`config.mk`:
```
export PLATFORM = sky130hd
export DESIGN_NAME = ps2_mouse_cursor_flat
export DESIGN_NICKNAME = d
export VERILOG_FILES = /design/src/rtl/ps2_mouse_cursor_if.sv /design/src/rtl/ps2_mouse_cursor.sv /design/src/flat_wrapper.sv
export SDC_FILE = /design/constraint.sdc
export NUM_CORES = 1
export LEC_CHECK = 0
export CELL_PAD_IN_SITES_DETAIL_PLACEMENT = 0
export CELL_PAD_IN_SITES_GLOBAL_PLACEMENT = 2
export CORE_UTILIZATION = 39
export DETAILED_ROUTE_END_ITERATION = 10
export PLACE_DENSITY = 0.95
export RECOVER_POWER = 50
export SYNTH_ARGS = -nofsm -noshare
export SYNTH_HDL_FRONTEND = slang
export SYNTH_SLANG_ARGS = --single-unit
```
`constraint.sdc`:
```
create_clock -name clk -period 5.5 [get_ports clk]
set_input_delay 1.1 -clock clk [delete_from_list [all_inputs] [get_ports clk]]
set_output_delay 1.1 -clock clk [all_outputs]
set_load 0.01 [all_outputs]
```
`src/rtl/ps2_mouse_cursor_if.sv`:
```
// Bundles the raw PS/2 lines and the cursor/status outputs of ps2_mouse_cursor.
// slave = the decoder side, master = the PS/2 source plus display consumer.
interface ps2_mouse_cursor_if #(
  parameter int X_W = 10,
  parameter int Y_W = 10
);
  logic           ps2_clk;
  logic           ps2_data;
  logic [X_W-1:0] cursor_x;
  logic [Y_W-1:0] cursor_y;
  logic [2:0]     buttons;
  logic [3:0]     wheel_delta;
  logic           pkt_valid;
  logic           frame_err;

  modport slave (
    input  ps2_clk, ps2_data,
    output cursor_x, cursor_y, buttons, wheel_delta, pkt_valid, frame_err
  );

  modport master (
    output ps2_clk, ps2_data,
    input  cursor_x, cursor_y, buttons, wheel_delta, pkt_valid, frame_err
  );
endinterface

```
`src/rtl/ps2_mouse_cursor.sv`:
```
// Receive-only PS/2 mouse decoder producing a screen-bounded cursor position.
// Define PS2_WHEEL_EN for 4-byte scroll-wheel packets; default is 3-byte packets.
module ps2_mouse_cursor #(
  parameter int X_W         = 10,
  parameter int Y_W         = 10,
  parameter int X_MAX       = 639,
  parameter int Y_MAX       = 479,
  parameter int FILTER_LEN  = 4,
  parameter int TIMEOUT_CYC = 200000
) (
  input  logic               clk,
  input  logic               rst,
  ps2_mouse_cursor_if.slave  bus
);

  localparam int AW  = ((X_W > Y_W) ? X_W : Y_W) + 2;
  localparam int FCW = $clog2(FILTER_LEN + 1);
  localparam int TCW = $clog2(TIMEOUT_CYC + 1);
  localparam logic signed [AW-1:0] X_MAX_S = AW'(X_MAX);
  localparam logic signed [AW-1:0] Y_MAX_S = AW'(Y_MAX);
`ifdef PS2_WHEEL_EN
  localparam logic [1:0] LAST_IDX = 2'd3;
`else
  localparam logic [1:0] LAST_IDX = 2'd2;
`endif

  typedef enum logic [1:0] {S_IDLE, S_DATA, S_PARITY, S_STOP} state_t;

  state_t           state, state_nxt;
  logic [1:0]       clk_sync, data_sync;
  logic             clk_filt, clk_filt_d;
  logic [FCW-1:0]   filt_cnt;
  logic [TCW-1:0]   tmo_cnt;
  logic [2:0]       bit_cnt;
  logic [7:0]       shift;
  logic             par_bit;
  logic [1:0]       byte_idx;
  logic [6:0]       hdr;          // {y_ovf, x_ovf, y_sign, x_sign, m, r, l}
  logic [7:0]       b1;
  logic [X_W-1:0]   cursor_x;
  logic [Y_W-1:0]   cursor_y;
  logic [2:0]       buttons;
  logic             pkt_valid, frame_err;

  logic             fall, data_s, byte_done, byte_good, frame_bad, pkt_done, timeout_hit;
  logic [7:0]       y_byte;
  logic [8:0]       dx9, dy9;
  logic signed [AW-1:0] sum_x, sum_y;
  logic [X_W-1:0]   next_x;
  logic [Y_W-1:0]   next_y;

  assign data_s      = data_sync[1];
  assign fall        = clk_filt_d & ~clk_filt;
  assign byte_done   = fall && (state == S_STOP);
  assign byte_good   = byte_done && data_s && (^{shift, par_bit});
  assign frame_bad   = byte_done && !byte_good;
  assign pkt_done    = byte_good && (byte_idx == LAST_IDX);
  assign timeout_hit = (tmo_cnt == TCW'(TIMEOUT_CYC)) && (state != S_IDLE || byte_idx != 2'd0);

  // Input conditioning: synchronise, then debounce the clock line.
  always_ff @(posedge clk) begin
    // NOTE: non-blocking assignments so every flop samples pre-edge values; blocking here would collapse the synchroniser chain.
    if (rst) begin
      clk_sync   <= 2'b11;
      data_sync  <= 2'b11;
      clk_filt   <= 1'b1;
      clk_filt_d <= 1'b1;
      filt_cnt   <= '0;
    end else begin
      clk_sync   <= {clk_sync[0], bus.ps2_clk};
      data_sync  <= {data_sync[0], bus.ps2_data};
      clk_filt_d <= clk_filt;
      if (clk_sync[1] != clk_filt) begin
        if (filt_cnt == FCW'(FILTER_LEN - 1)) begin
          clk_filt <= clk_sync[1];
          filt_cnt <= '0;
        end else begin
          filt_cnt <= filt_cnt + FCW'(1);
        end
      end else begin
        filt_cnt <= '0;
      end
    end
  end

  always_comb begin
    // NOTE: default first so every path assigns state_nxt; a missing branch would otherwise infer a latch.
    state_nxt = state;
    if (timeout_hit) begin
      state_nxt = S_IDLE;
    end else if (fall) begin
      case (state)
        S_IDLE:   if (!data_s) state_nxt = S_DATA;
        S_DATA:   if (bit_cnt == 3'd7) state_nxt = S_PARITY;
        S_PARITY: state_nxt = S_STOP;
        default:  state_nxt = S_IDLE;
      endcase
    end
  end

  // Movement decode: the final byte of a packet is still in the shifter.
`ifdef PS2_WHEEL_EN
  logic [7:0] b2;
  logic [3:0] wheel_delta;
  assign y_byte = b2;
`else
  assign y_byte = shift;
`endif

  always_comb begin
    dx9    = hdr[5] ? 9'd0 : {hdr[3], b1};
    dy9    = hdr[6] ? 9'd0 : {hdr[4], y_byte};
    sum_x  = AW'({1'b0, cursor_x}) + {{(AW-9){dx9[8]}}, dx9};
    sum_y  = AW'({1'b0, cursor_y}) - {{(AW-9){dy9[8]}}, dy9};
    next_x = sum_x[AW-1] ? '0 : (sum_x > X_MAX_S) ? X_W'(X_MAX) : sum_x[X_W-1:0];
    next_y = sum_y[AW-1] ? '0 : (sum_y > Y_MAX_S) ? Y_W'(Y_MAX) : sum_y[Y_W-1:0];
  end

  always_ff @(posedge clk) begin
    if (rst) begin
      state     <= S_IDLE;
      tmo_cnt   <= '0;
      bit_cnt   <= '0;
      shift     <= '0;
      par_bit   <= 1'b0;
      byte_idx  <= 2'd0;
      hdr       <= '0;
      b1        <= '0;
      cursor_x  <= X_W'(X_MAX / 2);
      cursor_y  <= Y_W'(Y_MAX / 2);
      buttons   <= 3'b000;
      pkt_valid <= 1'b0;
      frame_err <= 1'b0;
`ifdef PS2_WHEEL_EN
      b2          <= '0;
      wheel_delta <= 4'd0;
`endif
    end else begin
      state     <= state_nxt;
      pkt_valid <= pkt_done;
      frame_err <= frame_bad;

      if (fall) tmo_cnt <= '0;
      else if (tmo_cnt != TCW'(TIMEOUT_CYC)) tmo_cnt <= tmo_cnt + TCW'(1);

      if (fall) begin
        case (state)
          S_IDLE:   bit_cnt <= 3'd0;
          S_DATA: begin
            shift   <= {data_s, shift[7:1]};
            bit_cnt <= bit_cnt + 3'd1;
          end
          S_PARITY: par_bit <= data_s;
          default:  ;
        endcase
      end

      if (timeout_hit || frame_bad || pkt_done) begin
        byte_idx <= 2'd0;
      end else if (byte_good) begin
        case (byte_idx)
          2'd0: if (shift[3]) begin
            hdr      <= {shift[7:4], shift[2:0]};
            byte_idx <= 2'd1;
          end
          2'd1: begin
            b1       <= shift;
            byte_idx <= 2'd2;
          end
`ifdef PS2_WHEEL_EN
          2'd2: begin
            b2       <= shift;
            byte_idx <= 2'd3;
          end
`endif
          default: byte_idx <= 2'd0;
        endcase
      end

      if (pkt_done) begin
        cursor_x <= next_x;
        cursor_y <= next_y;
        buttons  <= hdr[2:0];
`ifdef PS2_WHEEL_EN
        wheel_delta <= shift[3:0];
`endif
      end
    end
  end

  assign bus.cursor_x  = cursor_x;
  assign bus.cursor_y  = cursor_y;
  assign bus.buttons   = buttons;
  assign bus.pkt_valid = pkt_valid;
  assign bus.frame_err = frame_err;
`ifdef PS2_WHEEL_EN
  assign bus.wheel_delta = wheel_delta;
`else
  assign bus.wheel_delta = 4'd0;
`endif

endmodule
```
`src/flat_wrapper.sv`:
```
// flat-port wrapper written by rule: the top's interface ports become plain ports
module ps2_mouse_cursor_flat 
#(
  parameter int X_W         = 10,
  parameter int Y_W         = 10,
  parameter int X_MAX       = 639,
  parameter int Y_MAX       = 479,
  parameter int FILTER_LEN  = 4,
  parameter int TIMEOUT_CYC = 200000
)
  (clk, rst, bus_ps2_clk, bus_ps2_data, bus_cursor_x, bus_cursor_y, bus_buttons, bus_wheel_delta, bus_pkt_valid, bus_frame_err);
  ps2_mouse_cursor_if #(.X_W(X_W), .Y_W(Y_W)) bus_i ();
  input  logic clk;
  input  logic rst;
  input wire logic [$bits(bus_i.ps2_clk)-1:0] bus_ps2_clk;
  input wire logic [$bits(bus_i.ps2_data)-1:0] bus_ps2_data;
  output wire logic [$bits(bus_i.cursor_x)-1:0] bus_cursor_x;
  output wire logic [$bits(bus_i.cursor_y)-1:0] bus_cursor_y;
  output wire logic [$bits(bus_i.buttons)-1:0] bus_buttons;
  output wire logic [$bits(bus_i.wheel_delta)-1:0] bus_wheel_delta;
  output wire logic [$bits(bus_i.pkt_valid)-1:0] bus_pkt_valid;
  output wire logic [$bits(bus_i.frame_err)-1:0] bus_frame_err;
  assign bus_i.ps2_clk = bus_ps2_clk;
  assign bus_i.ps2_data = bus_ps2_data;
  assign bus_cursor_x = bus_i.cursor_x;
  assign bus_cursor_y = bus_i.cursor_y;
  assign bus_buttons = bus_i.buttons;
  assign bus_wheel_delta = bus_i.wheel_delta;
  assign bus_pkt_valid = bus_i.pkt_valid;
  assign bus_frame_err = bus_i.frame_err;
  ps2_mouse_cursor #(.X_W(X_W), .Y_W(Y_W), .X_MAX(X_MAX), .Y_MAX(Y_MAX), .FILTER_LEN(FILTER_LEN), .TIMEOUT_CYC(TIMEOUT_CYC)) u_core (.clk(clk), .rst(rst), .bus(bus_i));
endmodule
```
== Word-level counts from Yosys, hierarchy flattened ==
Index checks and enable logic that the tools add are counted.

* Reductions and logical operators: 28
* Equality and inequality tests: 13
* $add $sub $neg: 5
* Magnitude comparators: 2
* Muxes and demuxes: 12
* Bitwise logic cells: 4

{| class="wikitable"
|+ Operator list
! kind !! count
|-
| $mux 10 || 4
|-
| $add 18x1->18 const B || 1
|-
| $eq 18x18->1 const B || 1
|-
| $mux 9 || 2
|-
| $ne 18x18->1 const B || 1
|-
| $add 11x9->12 || 1
|-
| $gt 12x10->1 const B || 1
|-
| $gt 12x11->1 const B || 1
|-
| $sub 11x9->12 || 1
|-
| $reduce_and 2->1 || 5
|-
| $reduce_xor 9->1 || 1
|-
| $add 3x1->3 const B || 2
|-
| $eq 2x2->1 const B || 3
|-
| $logic_and 1x1->1 || 6
|-
| $mux 2 || 3
|-
| $pmux 2 s3 || 1
|-
| $pmux 3 s2 || 1
|-
| $reduce_and 3->1 || 2
|-
| $reduce_bool 2->1 || 3
|-
| $reduce_or 2->1 || 3
|-
| $eq 2x1->1 const B || 2
|-
| $logic_not 2->1 || 2
|-
| $ne 2x1->1 const B || 2
|-
| $pmux 2 s2 || 1
|-
| other kinds (10) || 14
|}

* Logic and storage cells: 82
* Register bits after elaboration: 83
* Output and inout bits: 29
* Input bits: 4

== Logic depth before layout (Yosys ltp) ==
* Depth in word-level cells: 11
* Gate-level depth with buffers: 13

== Least setup slack after synthesis ==
No wires, ideal clock.

* Kind: flip-flop to flip-flop
* Start: register u_core.hdr[6]
* End: register u_core.cursor_y[7] (netlist: u_core.bus.cursor_y[7])
* Period minus slack after synthesis: 3.057 ns
* Stages on the path, launching flop included: 12
* Setup time: 0.122 ns
* Data arrival time: 2.935 ns
* Required time: 5.378 ns
* Path slack: 2.443 ns
* Cell sequence: dfxtp_1 -> clkbuf_1 -> nand2b_1 -> clkbuf_1 -> ha_1 -> a21oi_1 -> inv_1 -> a21o_1 -> a311o_1 -> mux2_2 -> or3_1 -> a221o_1

* Cells in the longest elaborated chain, start to end: 5

{| class="wikitable"
|+ RTL lines
! element !! RTL line !! source
|-
| start: declaration || ps2_mouse_cursor.sv:38 || <nowiki>logic [6:0] hdr;</nowiki>
|-
| start signal: assignment || ps2_mouse_cursor.sv:163 || <nowiki>hdr <= {shift[7:4], shift[2:0]};</nowiki>
|-
| $mux 9 (*) || ps2_mouse_cursor.sv:112 || <nowiki>dy9 = hdr[6] ? 9'd0 : {hdr[4], y_byte};</nowiki>
|-
| $sub 11x9->12 (*) || ps2_mouse_cursor.sv:114 || <nowiki>sum_y = AW'({1'b0, cursor_y}) - {{(AW-9){dy9[8]}}, dy9};</nowiki>
|-
| $gt 12x10->1 || ps2_mouse_cursor.sv:116 || <nowiki>next_y = sum_y[AW-1] ? '0 : (sum_y > Y_MAX_S) ? Y_W'(Y_MAX) : sum_y[Y_W-1:0];</nowiki>
|-
| $mux 10 || ps2_mouse_cursor.sv:116 ||
|-
| $mux 10 (*) || ps2_mouse_cursor.sv:116 ||
|-
| end signal: assignment || ps2_mouse_cursor.sv:130 || <nowiki>cursor_y <= Y_W'(Y_MAX / 2);</nowiki>
|-
| end signal: assignment || ps2_mouse_cursor.sv:182 || <nowiki>cursor_y <= next_y;</nowiki>
|-
| end: declaration || ps2_mouse_cursor.sv:41 || <nowiki>logic [Y_W-1:0] cursor_y;</nowiki>
|}

Mark *: on every way between the ends. The rest lies on a longest branch, timed or not.
A chain may end at the register's enable or synchronous reset.

==> impl_results.md <==
- Die height: 111 um
- Nets@finish: 597
- # clock sinks: 83
- Root Buffer: clkbuf_16
- Largest net degree at the start of global routing: 57
- Cells resized by post-CTS repair: 0
- GR Overflow Total: 0
- Fin crit period: around 3.8 ns
- Cell area after synthesis: 4630 um2
- Yosys top cell by area: dfxtp_1
- Setup TNS: 0 ns
- Critical Path RT: 5.73 ns
- Comb pwr share: 1.8%
- H-tree levels: 3
- Layout overhead on the synthesized area: 13.9%
- Status: complete, but fails checks
- GR peak layer: met2
- Top FF cell, synth: dfxtp_1
- Core area: 11500 um2
- Starting Density: 40.2%
- Syn Area/Cell: 8.64 um2
- Crit path max fanout: 56
- Max cap viols: 1
- HP Class: reg2reg
- # port buffers: 28
- All-layer global routing usage: between 10% and 20%
- Setup ws final: 1.71 ns
- Crit path capture type: flop
- Mapped Cells: between 500 and 600
- Clock share of power: 48.4%
- Crit path launch type: input port
- R2R cell count: 11
- N_diodes: 0
- Post-synth ARST share: 0%
- Met2 usage: 27.7%
- CTS Buffer Depth: 2
- Violated checks: design-rule violations, max-capacitance violations, max-slew violations
- Initial DRC count: 253
- Reg clk slew, reported paths: 0.06 ns
- Hold_ws: 0.406 ns
- Part of the power in registers: 49.8%
- Worst R2R Start: u_core.hdr[5]
- Vias per inst: ~5.3
- Yosys warning count: 0
- HP Start: u_core.clk_sync[0]
- #FFs+latches synth: 83
- Die width: between 100 and 150 um
- Vias in the first global route: 3688
- Endpoints failing setup: 0
- Max Clock Skew: 0.0124 ns
- Worst Hold Path EP: u_core.clk_sync[1]
- Share of layout cells above drive strength 1: 5.16%
- Hold Crit Depth: 1
- First-pass GRT wire length: 17200 um
- RSZ-0062 raised after global routing: no
- Cts hold-fix bufs: 0
- Post-Place Worst Slack: about 1.9 ns
- F_max: 0.264 GHz
- Top-area cell type share of the netlist area: 35.9%
- Worst-Skew Late Latency: 0.34 ns
- EDFF count, synth: 0
- Drt wl/cell: 13.9 um
- Die area: 12300 um2
- Dpl hpwl: 6880 um
- Crit path kind: in2reg
- Met3 usage: 4.70%
- FF-to-FF End: u_core.bus.cursor_x[3]
- Worst-Margin Slew: 2.44 ns
- # DRC: 4
- Peak supply drop: approximately 0.21 mV
- Drt first pass iters: 8
- I/O pins: 33
- CTS Buf Count: 9
- Final Max Slew Viols: 57
- Final hold vios: 0
- TritonCTS clock tree: done
- Largest cells by area after synthesis: dfxtp_1 (36%), ha_1 (8.9%), mux2i_1 (5.2%), nor2_1 (5.1%), a21oi_1 (4.8%)
- DR vias: 3713
- Switching share of power: 21.2%
- Setup bufs post-CTS: 0
- Net Switching: 0.258 mW
- Crit path DAT: 4.02 ns
- R2R Setup Slk: 1.90 ns
- Initial antenna violation count: 0
- Crit path launch: rst
- Placer Congestion: 0.827
- Slew HR: -62.4%
- Overall routed net length: 9810 um
- Final period util: 68.8%
- Internal power: 0.961 mW
- Register area share after synthesis: 35.9%
- Pleak: 2.10 nW
- Synth cell types: between 50 and 60
- PwrDens: 231 nW/um2
- Antenna viol nets, final: 0
- # rows: 39
- Met1 global-route usage: 22.1%
[stage by stage]
stage                     cell area [um2]  power, mW  cells  util (%)
after global routing                 5280       1.27    705      45.8
final                                5280       1.22    705      45.8
after detailed placement             4990      0.644    690      43.4
after floorplan                      4640      0.639    539         -
after global placement               4990      0.643    690      43.4
after CTS                            5280       1.24    705      45.8
[sequential cells by signal (all words and copies together), names as in the netlist, 3 cells and up]
name and cells:
u_core.bus.cursor_y 10, u_core.shift 8, u_core.tmo_cnt 18, u_core.b1 8, u_core.bit_cnt 3, u_core.bus.cursor_x 10, u_core.bus.buttons 3, u_core.hdr 7
u_core.filt_cnt 3
[power groups by stage]
| stage | logic, mW | clock network, mW | registers, mW |
|---|---|---|---|
| finish | 0.0221 | 0.590 | 0.607 |
| global route | 0.0252 | 0.635 | 0.608 |
| CTS | 0.0229 | 0.609 | 0.607 |
| detailed placement | 0.0226 | 0 | 0.621 |
| global placement | 0.0223 | 0 | 0.621 |
| floorplan | 0.0189 | 0 | 0.620 |
[layout by cell type (no fill, tap or decap), drive strengths merged, types with 16 or more instances in the layout]
cell	n
a21oi	45
dfxtp	83
ha	33
inv	22
mux2i	24
nand2	49
nand2b	16
nor2	63
xnor2	21
xor2	19
[critical path, stage by stage]
cell,delay (ns)
buf_2,0.07
clkbuf_1,1.72
inv_1,0.58
and2_1,0.34
a32o_1,0.20
[kinds of logic after synthesis]
logic type	share of synthesized area (%)
AO/OA/AOI/OAI	15.3
XOR/XNOR	8.22
adder cells (fa/ha/maj)	9.78
AND/OR/NAND/NOR	21.1
multiplexers	5.43
buffers and inverters	4.19
flip-flops	35.9
other	0.0810
[worst max-delay path by stage]
stage | end | slack, ns | cells past startpoint
after floorplan | u_core.bus.cursor_y[7] | 2.44 | 11
after global placement | u_core.bus.cursor_x[1] | 2.09 | 11
after detailed placement | u_core.bus.cursor_x[3] | 1.95 | 11
after CTS | u_core.bus.cursor_x[3] | 1.92 | 11
after global routing | u_core.bus.cursor_y[8] | 1.36 | 5
final | u_core.bus.cursor_y[8] | 1.71 | 5
[routing by layer]
| metal | wire length, um | vias to the layer above |
|---|---|---|
| met5 | 0 | - |
| li1 | - | 1915 |
| met1 | 4890 | 1735 |
| met4 | 93 | 0 |
| met2 | 4530 | 55 |
| met3 | 299 | 8 |
[cell usage after synthesis, types with 6 or more instances]
cell type and count:
ha_1 33, a21o_1 6, xnor2_1 20, a22oi_1 7, clkbuf_1 14, nor2b_1 12, nand3_1 15, nand2b_1 15
nand2_1 49, o21ai_0 8, mux2i_1 24, inv_1 21, a21oi_1 44, or2_2 6, nor2_1 63, dfxtp_1 83
xor2_1 19, a211oi_1 6
[final cells by class]
class	count	area, um2
repair buffers	30	287
inverters	21	78.8
well taps	143	179
clock inverters	4	51.3
fillers	1136	6240
multi-input cells	413	2790
flip-flops and latches	83	1660
clock buffers	11	233
Note: power is estimated with default switching activity, not from simulation.
